===== src/rtl/vending_machine_multi.sv =====
// Multi-product vending controller: coin credit, per-item pricing, change return.
// Outputs are registered; busy_o decodes the VEND/CHANGE states.
module vending_machine_multi #(
  parameter int NUM_ITEMS = 4,
  parameter int CREDIT_W = 7,
  parameter int CREDIT_MAX = 60,
  parameter logic [NUM_ITEMS*CREDIT_W-1:0] PRICES =
    {7'd35, 7'd30, 7'd25, 7'd20}
) (
  input  logic                         clk_i,
  input  logic                         rst_i,
  input  logic                         nickel_i,
  input  logic                         dime_i,
  input  logic                         quarter_i,
  input  logic [$clog2(NUM_ITEMS)-1:0] select_i,
  input  logic                         vend_req_i,
  input  logic                         cancel_i,
  output logic [CREDIT_W-1:0]          credit_o,
  output logic                         dispense_o,
  output logic [$clog2(NUM_ITEMS)-1:0] item_o,
  output logic                         change_nickel_o,
  output logic                         change_dime_o,
  output logic                         deny_o,
  output logic                         coin_reject_o,
  output logic                         busy_o
);

  localparam int SEL_W = $clog2(NUM_ITEMS);
  localparam int SW = CREDIT_W + 1;

  typedef enum logic [1:0] {
    ACCUM,
    VEND,
    CHANGE
  } state_e;

  state_e              state_q, state_d;
  logic [CREDIT_W-1:0] credit_q, credit_d;
  logic [SEL_W-1:0]    item_q, item_d;
  logic dispense_q, dispense_d;
  logic nickel_q, nickel_d;
  logic dime_q, dime_d;
  logic deny_q, deny_d;
  logic reject_q, reject_d;

  logic [1:0]          coin_cnt;
  logic                coin_any;
  logic [SW-1:0]       coin_val;
  logic [SW-1:0]       sum;
  logic [CREDIT_W-1:0] price;
  logic                sel_ok;

  always_comb begin
    price  = '0;
    sel_ok = 1'b0;
    for (int i = 0; i < NUM_ITEMS; i++) begin
      if (32'(select_i) == i) begin
        sel_ok = 1'b1;
        price  = PRICES[i*CREDIT_W +: CREDIT_W];
      end
    end
  end

  always_comb begin
    coin_cnt = {1'b0, nickel_i} + {1'b0, dime_i}
             + {1'b0, quarter_i};
    coin_any = nickel_i | dime_i | quarter_i;
    coin_val = '0;
    if (nickel_i)  coin_val = SW'(5);
    if (dime_i)    coin_val = SW'(10);
    if (quarter_i) coin_val = SW'(25);
    sum = {1'b0, credit_q} + coin_val;
  end

  always_comb begin
    state_d    = state_q;
    credit_d   = credit_q;
    item_d     = item_q;
    dispense_d = 1'b0;
    nickel_d   = 1'b0;
    dime_d     = 1'b0;
    deny_d     = 1'b0;
    reject_d   = 1'b0;
    unique case (state_q)
      ACCUM: begin
        if (cancel_i) begin
          reject_d = coin_any;
          if (credit_q != '0) state_d = CHANGE;
        end else if (vend_req_i) begin
          reject_d = coin_any;
          if (sel_ok && credit_q >= price) begin
            state_d    = VEND;
            dispense_d = 1'b1;
            item_d     = select_i;
            credit_d   = credit_q - price;
          end else begin
            deny_d = 1'b1;
          end
        end else if (coin_any) begin
          // Simultaneous coins or overflow past the cap bounce back whole
          if (coin_cnt == 2'd1 && sum <= SW'(CREDIT_MAX))
            credit_d = sum[CREDIT_W-1:0];
          else
            reject_d = 1'b1;
        end
      end
      VEND: begin
        reject_d = coin_any;
        state_d  = (credit_q != '0) ? CHANGE : ACCUM;
      end
      CHANGE: begin
        reject_d = coin_any;
        if (credit_q == '0) begin
          state_d = ACCUM;
        end else if (credit_q >= CREDIT_W'(10)) begin
          dime_d   = 1'b1;
          credit_d = credit_q - CREDIT_W'(10);
        end else begin
          nickel_d = 1'b1;
          credit_d = credit_q - CREDIT_W'(5);
        end
      end
      default: state_d = ACCUM;
    endcase
  end

  always_ff @(posedge clk_i) begin
    if (rst_i) begin
      state_q    <= ACCUM;
      credit_q   <= '0;
      item_q     <= '0;
      dispense_q <= 1'b0;
      nickel_q   <= 1'b0;
      dime_q     <= 1'b0;
      deny_q     <= 1'b0;
      reject_q   <= 1'b0;
    end else begin
      state_q    <= state_d;
      credit_q   <= credit_d;
      item_q     <= item_d;
      dispense_q <= dispense_d;
      nickel_q   <= nickel_d;
      dime_q     <= dime_d;
      deny_q     <= deny_d;
      reject_q   <= reject_d;
    end
  end

  assign credit_o        = credit_q;
  assign dispense_o      = dispense_q;
  assign item_o          = item_q;
  assign change_nickel_o = nickel_q;
  assign change_dime_o   = dime_q;
  assign deny_o          = deny_q;
  assign coin_reject_o   = reject_q;
  assign busy_o          = (state_q == VEND) || (state_q == CHANGE);

endmodule


===== config.mk =====
export PLATFORM = sky130hd
export DESIGN_NAME = vending_machine_multi
export DESIGN_NICKNAME = d
export VERILOG_FILES = /design/src/rtl/vending_machine_multi.sv
export SDC_FILE = /design/constraint.sdc
export NUM_CORES = 1
export LEC_CHECK = 0
export ABC_AREA = 1
export BUFFER_PORTS_ARGS = -buffer_cell sky130_fd_sc_hd__clkbuf_2
export CAP_MARGIN = 20
export CORE_MARGIN = 2
export CORE_UTILIZATION = 53
export DETAILED_ROUTE_END_ITERATION = 10
export GPL_ROUTABILITY_DRIVEN = 0
export PLACE_DENSITY = 0.77
export SETUP_SLACK_MARGIN = 0.1
export SLEW_MARGIN = 10
export SYNTH_ARGS = -nofsm -noshare
export SYNTH_HDL_FRONTEND = slang
export SYNTH_SLANG_ARGS = --single-unit

===== constraint.sdc =====
create_clock -name clk_i -period 2.4 [get_ports clk_i]
set_clock_uncertainty 0.05 [all_clocks]
set_input_delay 0.48 -clock clk_i [delete_from_list [all_inputs] [get_ports clk_i]]
set_output_delay 0.48 -clock clk_i [all_outputs]
set_load 0.005 [all_outputs]

==> flow_metrics.env, run 1 <==
export IMPL_outcome="complete, no violations"
export IMPL_dr_total_vias=2110
export IMPL_path_clk_slew_ns=0.09
export IMPL_vdd_drop_max_v=0.000782
export IMPL_coreArea_sq_um=3360
export IMPL_switching_share_pct=52.5
export IMPL_syn_area_sq_um=1880
export IMPL_grt_use_total_pct=25.5
export IMPL_synthCells=298
export IMPL_synthArstFlopShare_pct=0
export IMPL_crit_required_ns=2.55
export IMPL_hold_buffers=0
export IMPL_syn2layout_area_growth_pct=27.5
export IMPL_finalCoreUtilization_pct=71.1
export IMPL_rows=21
export IMPL_die_h_um=63.5
export IMPL_p_int_uw=1140
export IMPL_diodes=0
export IMPL_maxCapViolCount=0
export IMPL_clock_latency_ns=0.29
export IMPL_maxSlewHeadroom_pct=74.0
export IMPL_clockPowerShare_pct=7.5
export IMPL_synth_area_leaders="dfxtp_1 (17%), ha_1 (16%), nand2_1 (16%)"
export IMPL_cp_slowest_cell="fa_2"
export IMPL_min_path_type="input pin to flip-flop"
export IMPL_path_max_fanout=5
export IMPL_fin_area_sq_um=2390
export IMPL_drc=0
export IMPL_cp_slowest_stage_delay_ns=0.55
export IMPL_period_share_pct=94.5
export IMPL_grt_antenna_before_repair=0
export IMPL_endpoint_kind="flip-flop"
export IMPL_die_area_sq_um=4030
export IMPL_cts_made_buffers=3
export IMPL_vias_per_cell=5.41
export IMPL_worst_setup_path_start_kind="input pin"
export IMPL_hpwl_mm=3.91
export IMPL_critPathArrivalTime_ns=2.42
export IMPL_layout_drive_gt1_share_pct=27.3
export IMPL_cts_buffer_depth=2
export IMPL_met2_length_mm=2.40
export IMPL_wl_met1_mm=2.33
export IMPL_io_buffer_count=23
export IMPL_synth_cell_types=31
export IMPL_cts_root_buffer="clkbuf_4"
export IMPL_avgRoutedWirePerCell_um=13.0
export IMPL_initial_core_util_pct=55.8
export IMPL_yosys_area_top_type_share_pct=17.1
export IMPL_yosys_warnings=0
export IMPL_drv_slew=0
export IMPL_final_hold_violation_count=0
export IMPL_cts_tree="yes"
export IMPL_setup_viol=0
export IMPL_synth_seq_cells=16
export IMPL_yosysTopAreaCell="dfxtp_1"
export IMPL_synth_edf_count=0
export IMPL_synthFlopType="dfxtp_1"
export IMPL_seq_area_frac_synth_pct=17.1
export IMPL_finalSetupTns_ns=0
export IMPL_final_nets=381
export IMPL_p_switching_uw=1260
export IMPL_hold_ws_ns=0.358
export IMPL_grt_pass1_vias=1875
export IMPL_ios=24
export IMPL_combPwrFrac_pct=74.0
export IMPL_drtAntennaViolNets=0
export IMPL_cellPowerDensity_nw_per_um2=1000
export IMPL_dr_pass1_iters=4
export IMPL_htree_levels=1
export IMPL_die_w_um=63.5
export IMPL_period_minus_slack_ns=2.27
export IMPL_path_class="input pin to flip-flop"
export IMPL_dr_max_layer_used="met4"
export IMPL_synth_most_common_cell="nand2_1"
export IMPL_reg2reg_slack_ns=0.16
export IMPL_synth_common_cells="nand2_1 (78), inv_1 (37), nor2_1 (36), nand3_1 (28), ha_1 (24)"
export IMPL_clock_sinks=16
export IMPL_dr_wl_met3_um=293
export IMPL_tightest_slew_ns=0.386
export IMPL_power_uw=2400
export IMPL_seq_power_share_pct=18.6
export IMPL_rsz0062_at_grt="yes"
export IMPL_totalWireLength_mm=5.07
export IMPL_initialDrtViolationCount=180
export IMPL_synth_nets=334
export IMPL_grt_overflow=0
export IMPL_path_cells="buf_8 -> inv_6 -> o21ai_2 -> ha_2 -> fa_2 -> nor2_1 -> nor2_1 -> nand3_1 -> nor2_1 -> nand2_1 -> nand4_1 -> nand2_2 -> a21oi_2 -> nor2_2"
export IMPL_power_leakage_uw=0.00125
export IMPL_crit_top_cell="nor2_1"
export IMPL_grt_start_max_net_pins=12
export IMPL_grt_pass1_wl_mm=8.34
export IMPL_fill_cells=316
export IMPL_clock_fmax_mhz=441
export IMPL_synth_avg_cell_area_sq_um=6.29
export IMPL_postPlaceCellArea_sq_um=2190
## final cells by class
class	instances	area [sq um]	area share (%)
Clock buffer	4	36.3	1.52
Inverter	38	148	6.17
Timing Repair Buffer	46	307	12.8
Multi-Input combinational cell	240	1510	63.3
Sequential cell	16	329	13.8
Tap cell	46	57.6	2.41
## cell families after synthesis
group / after synthesis / share of synthesized area, %
xor gates and xnor gates: 6 / 2.80
adders and majority gates: 27 / 19.2
DFF: 16 / 17.1
AOI/OAI and AO/OA: 42 / 13.0
buffers and inverters: 44 / 9.14
and+or+nand+nor: 163 / 38.8
## repair_timing
action | 4_1_cts | 5_1_grt
gates resized for setup | 1 | 41
setup endpoints to repair | 5 | 9
gates cloned | 0 | 2
buffers inserted | 0 | 1
endpoints found under the hold margin | 0 | 0
pin swaps | 0 | 15
## metal layers
layer / track usage (%) / vias up
li1: - / 1078
met1: 34.6 / 967
met2: 42.6 / 61
met3: 3.39 / 4
met4: 6.25 / 0
met5: 0 / -
## registers in the layout, summed over array words and instances, names as in the netlist
register and cells:
change_dime_o 1, change_nickel_o 1, coin_reject_o 1, credit_o 7
deny_o 1, dispense_o 1, item_o 2, state_q 2
## worst paths after layout
check                                start                  endpoint  depth (start not counted)
setup / recovery                 quarter_i  credit_o[5]$_SDFFE_PP0P_                         14
hold / removal                    cancel_i         deny_o$_SDFF_PP0_                          2
setup reg to reg  credit_o[0]$_SDFFE_PP0P_  credit_o[5]$_SDFFE_PP0P_                         11
hold reg to reg     item_o[1]$_SDFFE_PP0P_    item_o[1]$_SDFFE_PP0P_                          2
## cell usage in the layout (no fill, tap or decap), types with 5 or more instances in the layout
cell       n
nor2_1    33
o21ai_0   12
buf_4     24
ha_1      18
dfxtp_1   11
nand2_1   75
clkbuf_2  20
inv_1     32
xor2_1     5
nand4_1    6
a21oi_1   14
a21oi_2    7
nand3_1   27
## metrics by stage
stage | worst slack, ns | instances
final | 0.131 | 390
after global routing | 0.0111 | 390
after CTS | 0.152 | 387
after detailed placement | -0.128 | 383
after global placement | -0.152 | 383
after floorplan | 0.106 | 298
## power groups by stage
stage	registers, uW	clock network [uW]	logic, uW
6_report	446	179	1780
5_1_grt	453	198	1990
4_1_cts	432	180	1620
3_5_place_dp	436	0	1610
3_3_place_gp	434	0	1590
2_1_floorplan	412	0	1160
## worst max-delay path: cells and delay by family
| kind | cells | cell delay (ns) |
|---|---|---|
| and+or+nand+nor | 8 | 0.81 |
| AOI/OAI and AO/OA | 2 | 0.24 |
| buffers and inverters | 2 | 0.16 |
| adders and majority gates | 2 | 0.74 |
Power figures use the tool's default switching activity.
==> inputs of run 2 (changes only) <==
--- a/config.mk
+++ b/config.mk
@@ -12,6 +12,7 @@
 export CORE_UTILIZATION = 53
 export DETAILED_ROUTE_END_ITERATION = 10
 export GPL_ROUTABILITY_DRIVEN = 0
+export MAX_ROUTING_LAYER = met4
 export PLACE_DENSITY = 0.77
 export SETUP_SLACK_MARGIN = 0.1
 export SLEW_MARGIN = 10
==> run 2 against run 1 <==
Against the previous run: via count did not move; utilization unchanged; worst hold slack improved by 0.00057 ns; sequential power about the same; clock-buffer cell count is the same; sequential cell count is the same; largest cell class unchanged; non-clock buffer count did not move; largest power group unchanged; sequential share of layout area is the same; register-to-register slack is essentially flat; critical path depth unchanged; global-route usage rose by 0.71 points.
==> flow_metrics.env, run 2 (synthesis gave the netlist of run 1 again) <==
export IMPL_period_share_pct=94.9
export IMPL_setup_viol=0
export IMPL_coreArea_sq_um=3360
export IMPL_htree_levels=1
export IMPL_layout_cells_non_filler=390
export IMPL_dp_cells=383
export IMPL_fin_area_sq_um=2390
export IMPL_io_buffer_count=23
export IMPL_crit_top_cell="nor2_1"
export IMPL_reg2reg_slack_ns=0.15
export IMPL_avgRoutedWirePerCell_um=12.9
export IMPL_clock_latency_ns=0.29
export IMPL_hold_buffers=0
export IMPL_path_max_fanout=5
export IMPL_largest_reg_flops=7
export IMPL_grt_antenna_before_repair=0
export IMPL_vias_per_cell=5.41
export IMPL_endpoint_kind="flip-flop"
export IMPL_diodes=0
export IMPL_layout_drive_gt1_share_pct=27.3
export IMPL_grt_use_total_pct=26.2
export IMPL_tightest_slew_ns=0.383
export IMPL_finalCoreUtilization_pct=71.1
export IMPL_dr_total_vias=2110
export IMPL_crit_family="simple AND/OR/NAND/NOR gates"
export IMPL_cts_made_buffers=3
export IMPL_final_nets=381
export IMPL_cellPowerDensity_nw_per_um2=1000
export IMPL_drc=0
export IMPL_initial_core_util_pct=55.8
export IMPL_clock_sinks=16
export IMPL_rsz0062_at_grt="yes"
export IMPL_grt_overflow=0
export IMPL_die_w_um=63.5
export IMPL_maxSlewHeadroom_pct=74.2
export IMPL_layout_commonest_cell="nand2_1"
export IMPL_grt_pass1_vias=1871
export IMPL_cts_root_buffer="clkbuf_4"
export IMPL_critPathArrivalTime_ns=2.42
export IMPL_ios=24
export IMPL_postPlaceCellArea_sq_um=2190
export IMPL_worst_setup_path_start_kind="input pin"
export IMPL_die_area_sq_um=4030
export IMPL_drv_slew=0
export IMPL_path_clk_slew_ns=0.10
export IMPL_path_cells="buf_8 -> inv_6 -> o21ai_2 -> ha_2 -> fa_2 -> nor2_1 -> nor2_1 -> nand3_1 -> nor2_1 -> nand2_1 -> nand4_1 -> nand2_2 -> a21oi_2 -> nor2_2"
export IMPL_grt_start_max_net_pins=12
export IMPL_cts_tree="yes"
export IMPL_hpwl_mm=3.91
export IMPL_initialDrtViolationCount=170
export IMPL_final_cell_mix="nand2_1 (75), nor2_1 (33), inv_1 (32), nand3_1 (27), buf_4 (24)"
export IMPL_dr_pass1_iters=4
export IMPL_die_h_um=63.5
export IMPL_maxCapViolCount=0
export IMPL_period_minus_slack_ns=2.28
export IMPL_drtAntennaViolNets=0
export IMPL_cp_slowest_cell="fa_2"
export IMPL_min_path_type="input pin to flip-flop"
export IMPL_cts_buffer_depth=2
export IMPL_cp_slowest_stage_delay_ns=0.55
export IMPL_final_hold_violation_count=0
export IMPL_hold_ws_ns=0.358
export IMPL_path_class="input pin to flip-flop"
export IMPL_totalWireLength_mm=5.04
export IMPL_outcome="complete, no violations"
export IMPL_vdd_drop_max_v=0.000784
export IMPL_syn2layout_area_growth_pct=27.5
export IMPL_power_leakage_uw=0.00125
export IMPL_clock_fmax_mhz=439
export IMPL_grt_pass1_wl_mm=8.34
export IMPL_rows=21
export IMPL_crit_required_ns=2.55
export IMPL_worst_path_buf_inv=2
## run 2: cell counts in the layout (fill, tap and decap cells not counted)
Identical to the previous run, type by type.
## run 2: worst register-to-register path: stages (launching register included)
cell     delay (ns)
dfxtp_2        0.37
ha_2           0.20
fa_2           0.55
nor2_1         0.04
nor2_1         0.08
nand3_1        0.07
nor2_1         0.11
nand2_1        0.07
nand4_1        0.20
nand2_2        0.18
a21oi_2        0.19
nor2_2         0.06
## run 2: layout make-up
cell class,count,area (sq um)
clock buffers,4,36.3
fillers,316,972
inverters,38,148
multi-input cells,240,1510
flip-flops and latches,16,329
well taps,46,57.6
repair buffers,46,307
## run 2: through the flow
stage	setup TNS (ns)	total power, uW	setup slack (ns)
after floorplan	0	1570	0.106
after detailed placement	-1.03	2050	-0.128
after global placement	-1.06	2020	-0.152
after CTS	0	2230	0.152
final	0	2400	0.123
after global routing	0	2650	0.0111
## run 2: power by group
group          internal (uW)  leakage [uW]  switching, uW
Combinational            706       0.00109           1070
Clock                   92.5     0.0000210           86.1
Sequential               342      0.000133            104
## run 2: repair_timing
item | 4_1_cts | 5_1_grt
gates resized for setup | 1 | 41
setup endpoints to repair | 5 | 9
buffers inserted | 0 | 1
pin swaps | 0 | 15
gates cloned | 0 | 2
## run 2: path summary, 6_finish.rpt
path | start | to | depth (start not counted)
max | quarter_i | credit_o[5]$_SDFFE_PP0P_ | 14
min | cancel_i | deny_o$_SDFF_PP0_ | 2
max reg2reg | credit_o[0]$_SDFFE_PP0P_ | credit_o[5]$_SDFFE_PP0P_ | 11
min reg2reg | item_o[1]$_SDFFE_PP0P_ | item_o[1]$_SDFFE_PP0P_ | 2
## run 2: layer usage
metal / wire length [um] / GRT usage (%)
met4: 71 / 6.25
met3: 256 / 3.21
met5: 0 / -
met1: 2340 / 34.7
met2: 2370 / 42.6
==> inputs of run 3 (changes only) <==
--- a/config.mk
+++ b/config.mk
@@ -8,7 +8,6 @@
 export ABC_AREA = 1
 export BUFFER_PORTS_ARGS = -buffer_cell sky130_fd_sc_hd__clkbuf_2
 export CAP_MARGIN = 20
-export CORE_MARGIN = 2
 export CORE_UTILIZATION = 53
 export DETAILED_ROUTE_END_ITERATION = 10
 export GPL_ROUTABILITY_DRIVEN = 0
==> run 3 against run 2 <==
Against the previous run: sequential share of layout area down 0.15 points; global-route usage grew 2.7 points; sequential cell count did not move; utilization fell by 0.33 points; sequential power shrank 3%; non-clock buffer count up 3; worst hold slack worse by 0.0023 ns; clock power shrank 22%; die area decreased by 6.2%.
==> flow_metrics.env, run 3 (synthesis gave the netlist of run 1 again) <==
export IMPL_outcome="complete, no violations"
export IMPL_layout_drive_gt1_share_pct=25.8
export IMPL_maxCapViolCount=0
export IMPL_grt_start_max_net_pins=12
export IMPL_seq_power_share_pct=17.9
export IMPL_syn2layout_area_growth_pct=26.9
export IMPL_ios=24
export IMPL_grt_use_total_pct=28.9
export IMPL_period_minus_slack_ns=2.27
export IMPL_worst_setup_path_start_kind="input pin"
export IMPL_final_hold_violation_count=0
export IMPL_die_w_um=61.5
export IMPL_dp_slack_ns=-0.126
export IMPL_io_buffer_count=23
export IMPL_tightest_slew_ns=0.360
export IMPL_drtAntennaViolNets=0
export IMPL_die_area_sq_um=3780
export IMPL_power_leakage_uw=0.00125
export IMPL_coreArea_sq_um=3360
export IMPL_p_int_uw=1160
export IMPL_die_h_um=61.5
export IMPL_totalWireLength_mm=5.24
export IMPL_grt_pass1_vias=1787
export IMPL_initialDrtViolationCount=164
export IMPL_avgRoutedWirePerCell_um=13.4
export IMPL_grt_antenna_before_repair=0
export IMPL_cts_made_buffers=3
export IMPL_clock_fmax_mhz=441
export IMPL_drc=0
export IMPL_htree_levels=1
export IMPL_clock_latency_ns=0.29
export IMPL_vdd_drop_max_v=0.000617
export IMPL_setup_viol=0
export IMPL_rsz0062_at_grt="yes"
export IMPL_power_uw=2410
export IMPL_period_share_pct=94.6
export IMPL_grt_pass1_wl_mm=7.85
export IMPL_dr_pass1_iters=7
export IMPL_hpwl_mm=3.85
export IMPL_hold_buffers=0
export IMPL_crit_required_ns=2.53
export IMPL_cts_buffer_depth=2
export IMPL_cts_tree="yes"
export IMPL_maxSlewHeadroom_pct=75.8
export IMPL_drv_slew=0
export IMPL_final_nets=383
export IMPL_min_path_type="input pin to flip-flop"
export IMPL_critPathArrivalTime_ns=2.40
export IMPL_p_switching_uw=1250
export IMPL_largest_reg_flops=7
export IMPL_clockPowerShare_pct=5.8
export IMPL_rows=21
export IMPL_path_class="input pin to flip-flop"
export IMPL_final_cell_mix="nand2_1 (73), inv_1 (33), nor2_1 (33), nand3_1 (27), buf_4 (25)"
export IMPL_switching_share_pct=51.9
export IMPL_grt_overflow=0
export IMPL_cellPowerDensity_nw_per_um2=1010
export IMPL_dr_total_vias=2095
export IMPL_endpoint_kind="flip-flop"
export IMPL_combPwrFrac_pct=76.3
export IMPL_layout_commonest_cell="nand2_1"
export IMPL_vias_per_cell=5.36
export IMPL_diodes=0
export IMPL_cts_root_buffer="clkbuf_4"
export IMPL_fill_cells=311
export IMPL_initial_core_util_pct=55.8
export IMPL_setup_ws_ns=0.131
export IMPL_clock_sinks=16
export IMPL_path_clk_slew_ns=0.09
export IMPL_path_max_fanout=5
-- run 3: timing repair --
item / 4_1_cts / 5_1_grt
setup endpoints to repair: 0 / 9
setup buffers: 0 / 7
gates resized for setup: 0 / 34
-- run 3: critical path, stage by stage --
cell and delay (ns):
buf_6 0.09, inv_2 0.05, o21ai_2 0.05, ha_2 0.19
fa_2 0.54, nor2_1 0.04, nor2_1 0.08, nand3_1 0.07
nor2_1 0.10, nand2_1 0.07, nand4_1 0.20, nand2_2 0.14
a21oi_1 0.20, nor2_1 0.07
-- run 3: layer usage --
| metal | part of all wire, % | GRT usage, % | routed length (um) |
|---|---|---|---|
| met5 | 0 | - | 0 |
| met4 | 2.7 | 6.98 | 142 |
| met3 | 6.7 | 5.67 | 349 |
| met2 | 47 | 45.5 | 2470 |
| met1 | 44 | 38.1 | 2280 |
-- run 3: final timing paths --
kind | startpoint | to | slack, ns | depth (start not counted)
setup reg to reg | credit_o[0]$_SDFFE_PP0P_ | credit_o[1]$_SDFFE_PP0P_ | 0.17 | 11
hold reg to reg | item_o[1]$_SDFFE_PP0P_ | item_o[1]$_SDFFE_PP0P_ | 0.41 | 2
setup / recovery | nickel_i | credit_o[1]$_SDFFE_PP0P_ | 0.13 | 14
hold / removal | cancel_i | deny_o$_SDFF_PP0_ | 0.36 | 2
-- run 3: layout make-up --
class	count	area (sq um)	share of cell area, %
sequential	16	324	13.6
clock buffer	3	22.5	0.946
multi-input combinational	239	1480	62.3
timing repair buffer	49	345	14.5
tap	46	57.6	2.42
inverter	38	148	6.20
-- run 3: metrics by stage --
stage / TNS (ns) / hold WS (ns) / utilization, % / cell area [sq um] / std cells
global route: -0.0275 / 0.350 / 70.8 / 2380 / 391
global placement: -0.428 / 0.388 / 64.5 / 2170 / 380
finish: 0 / 0.356 / 70.8 / 2380 / 391
CTS: 0 / 0.365 / 65.2 / 2190 / 383
detailed placement: -1.06 / 0.408 / 64.5 / 2170 / 380
floorplan: 0 / 0.392 / - / 1890 / 298
-- run 3: power by group through the flow --
stage	Clock, uW	Combinational [uW]	Sequential (uW)
6_report	140	1840	432
5_1_grt	158	2050	442
4_1_cts	137	1590	422
3_5_place_dp	0	1570	428
3_3_place_gp	0	1550	426
2_1_floorplan	0	1160	412
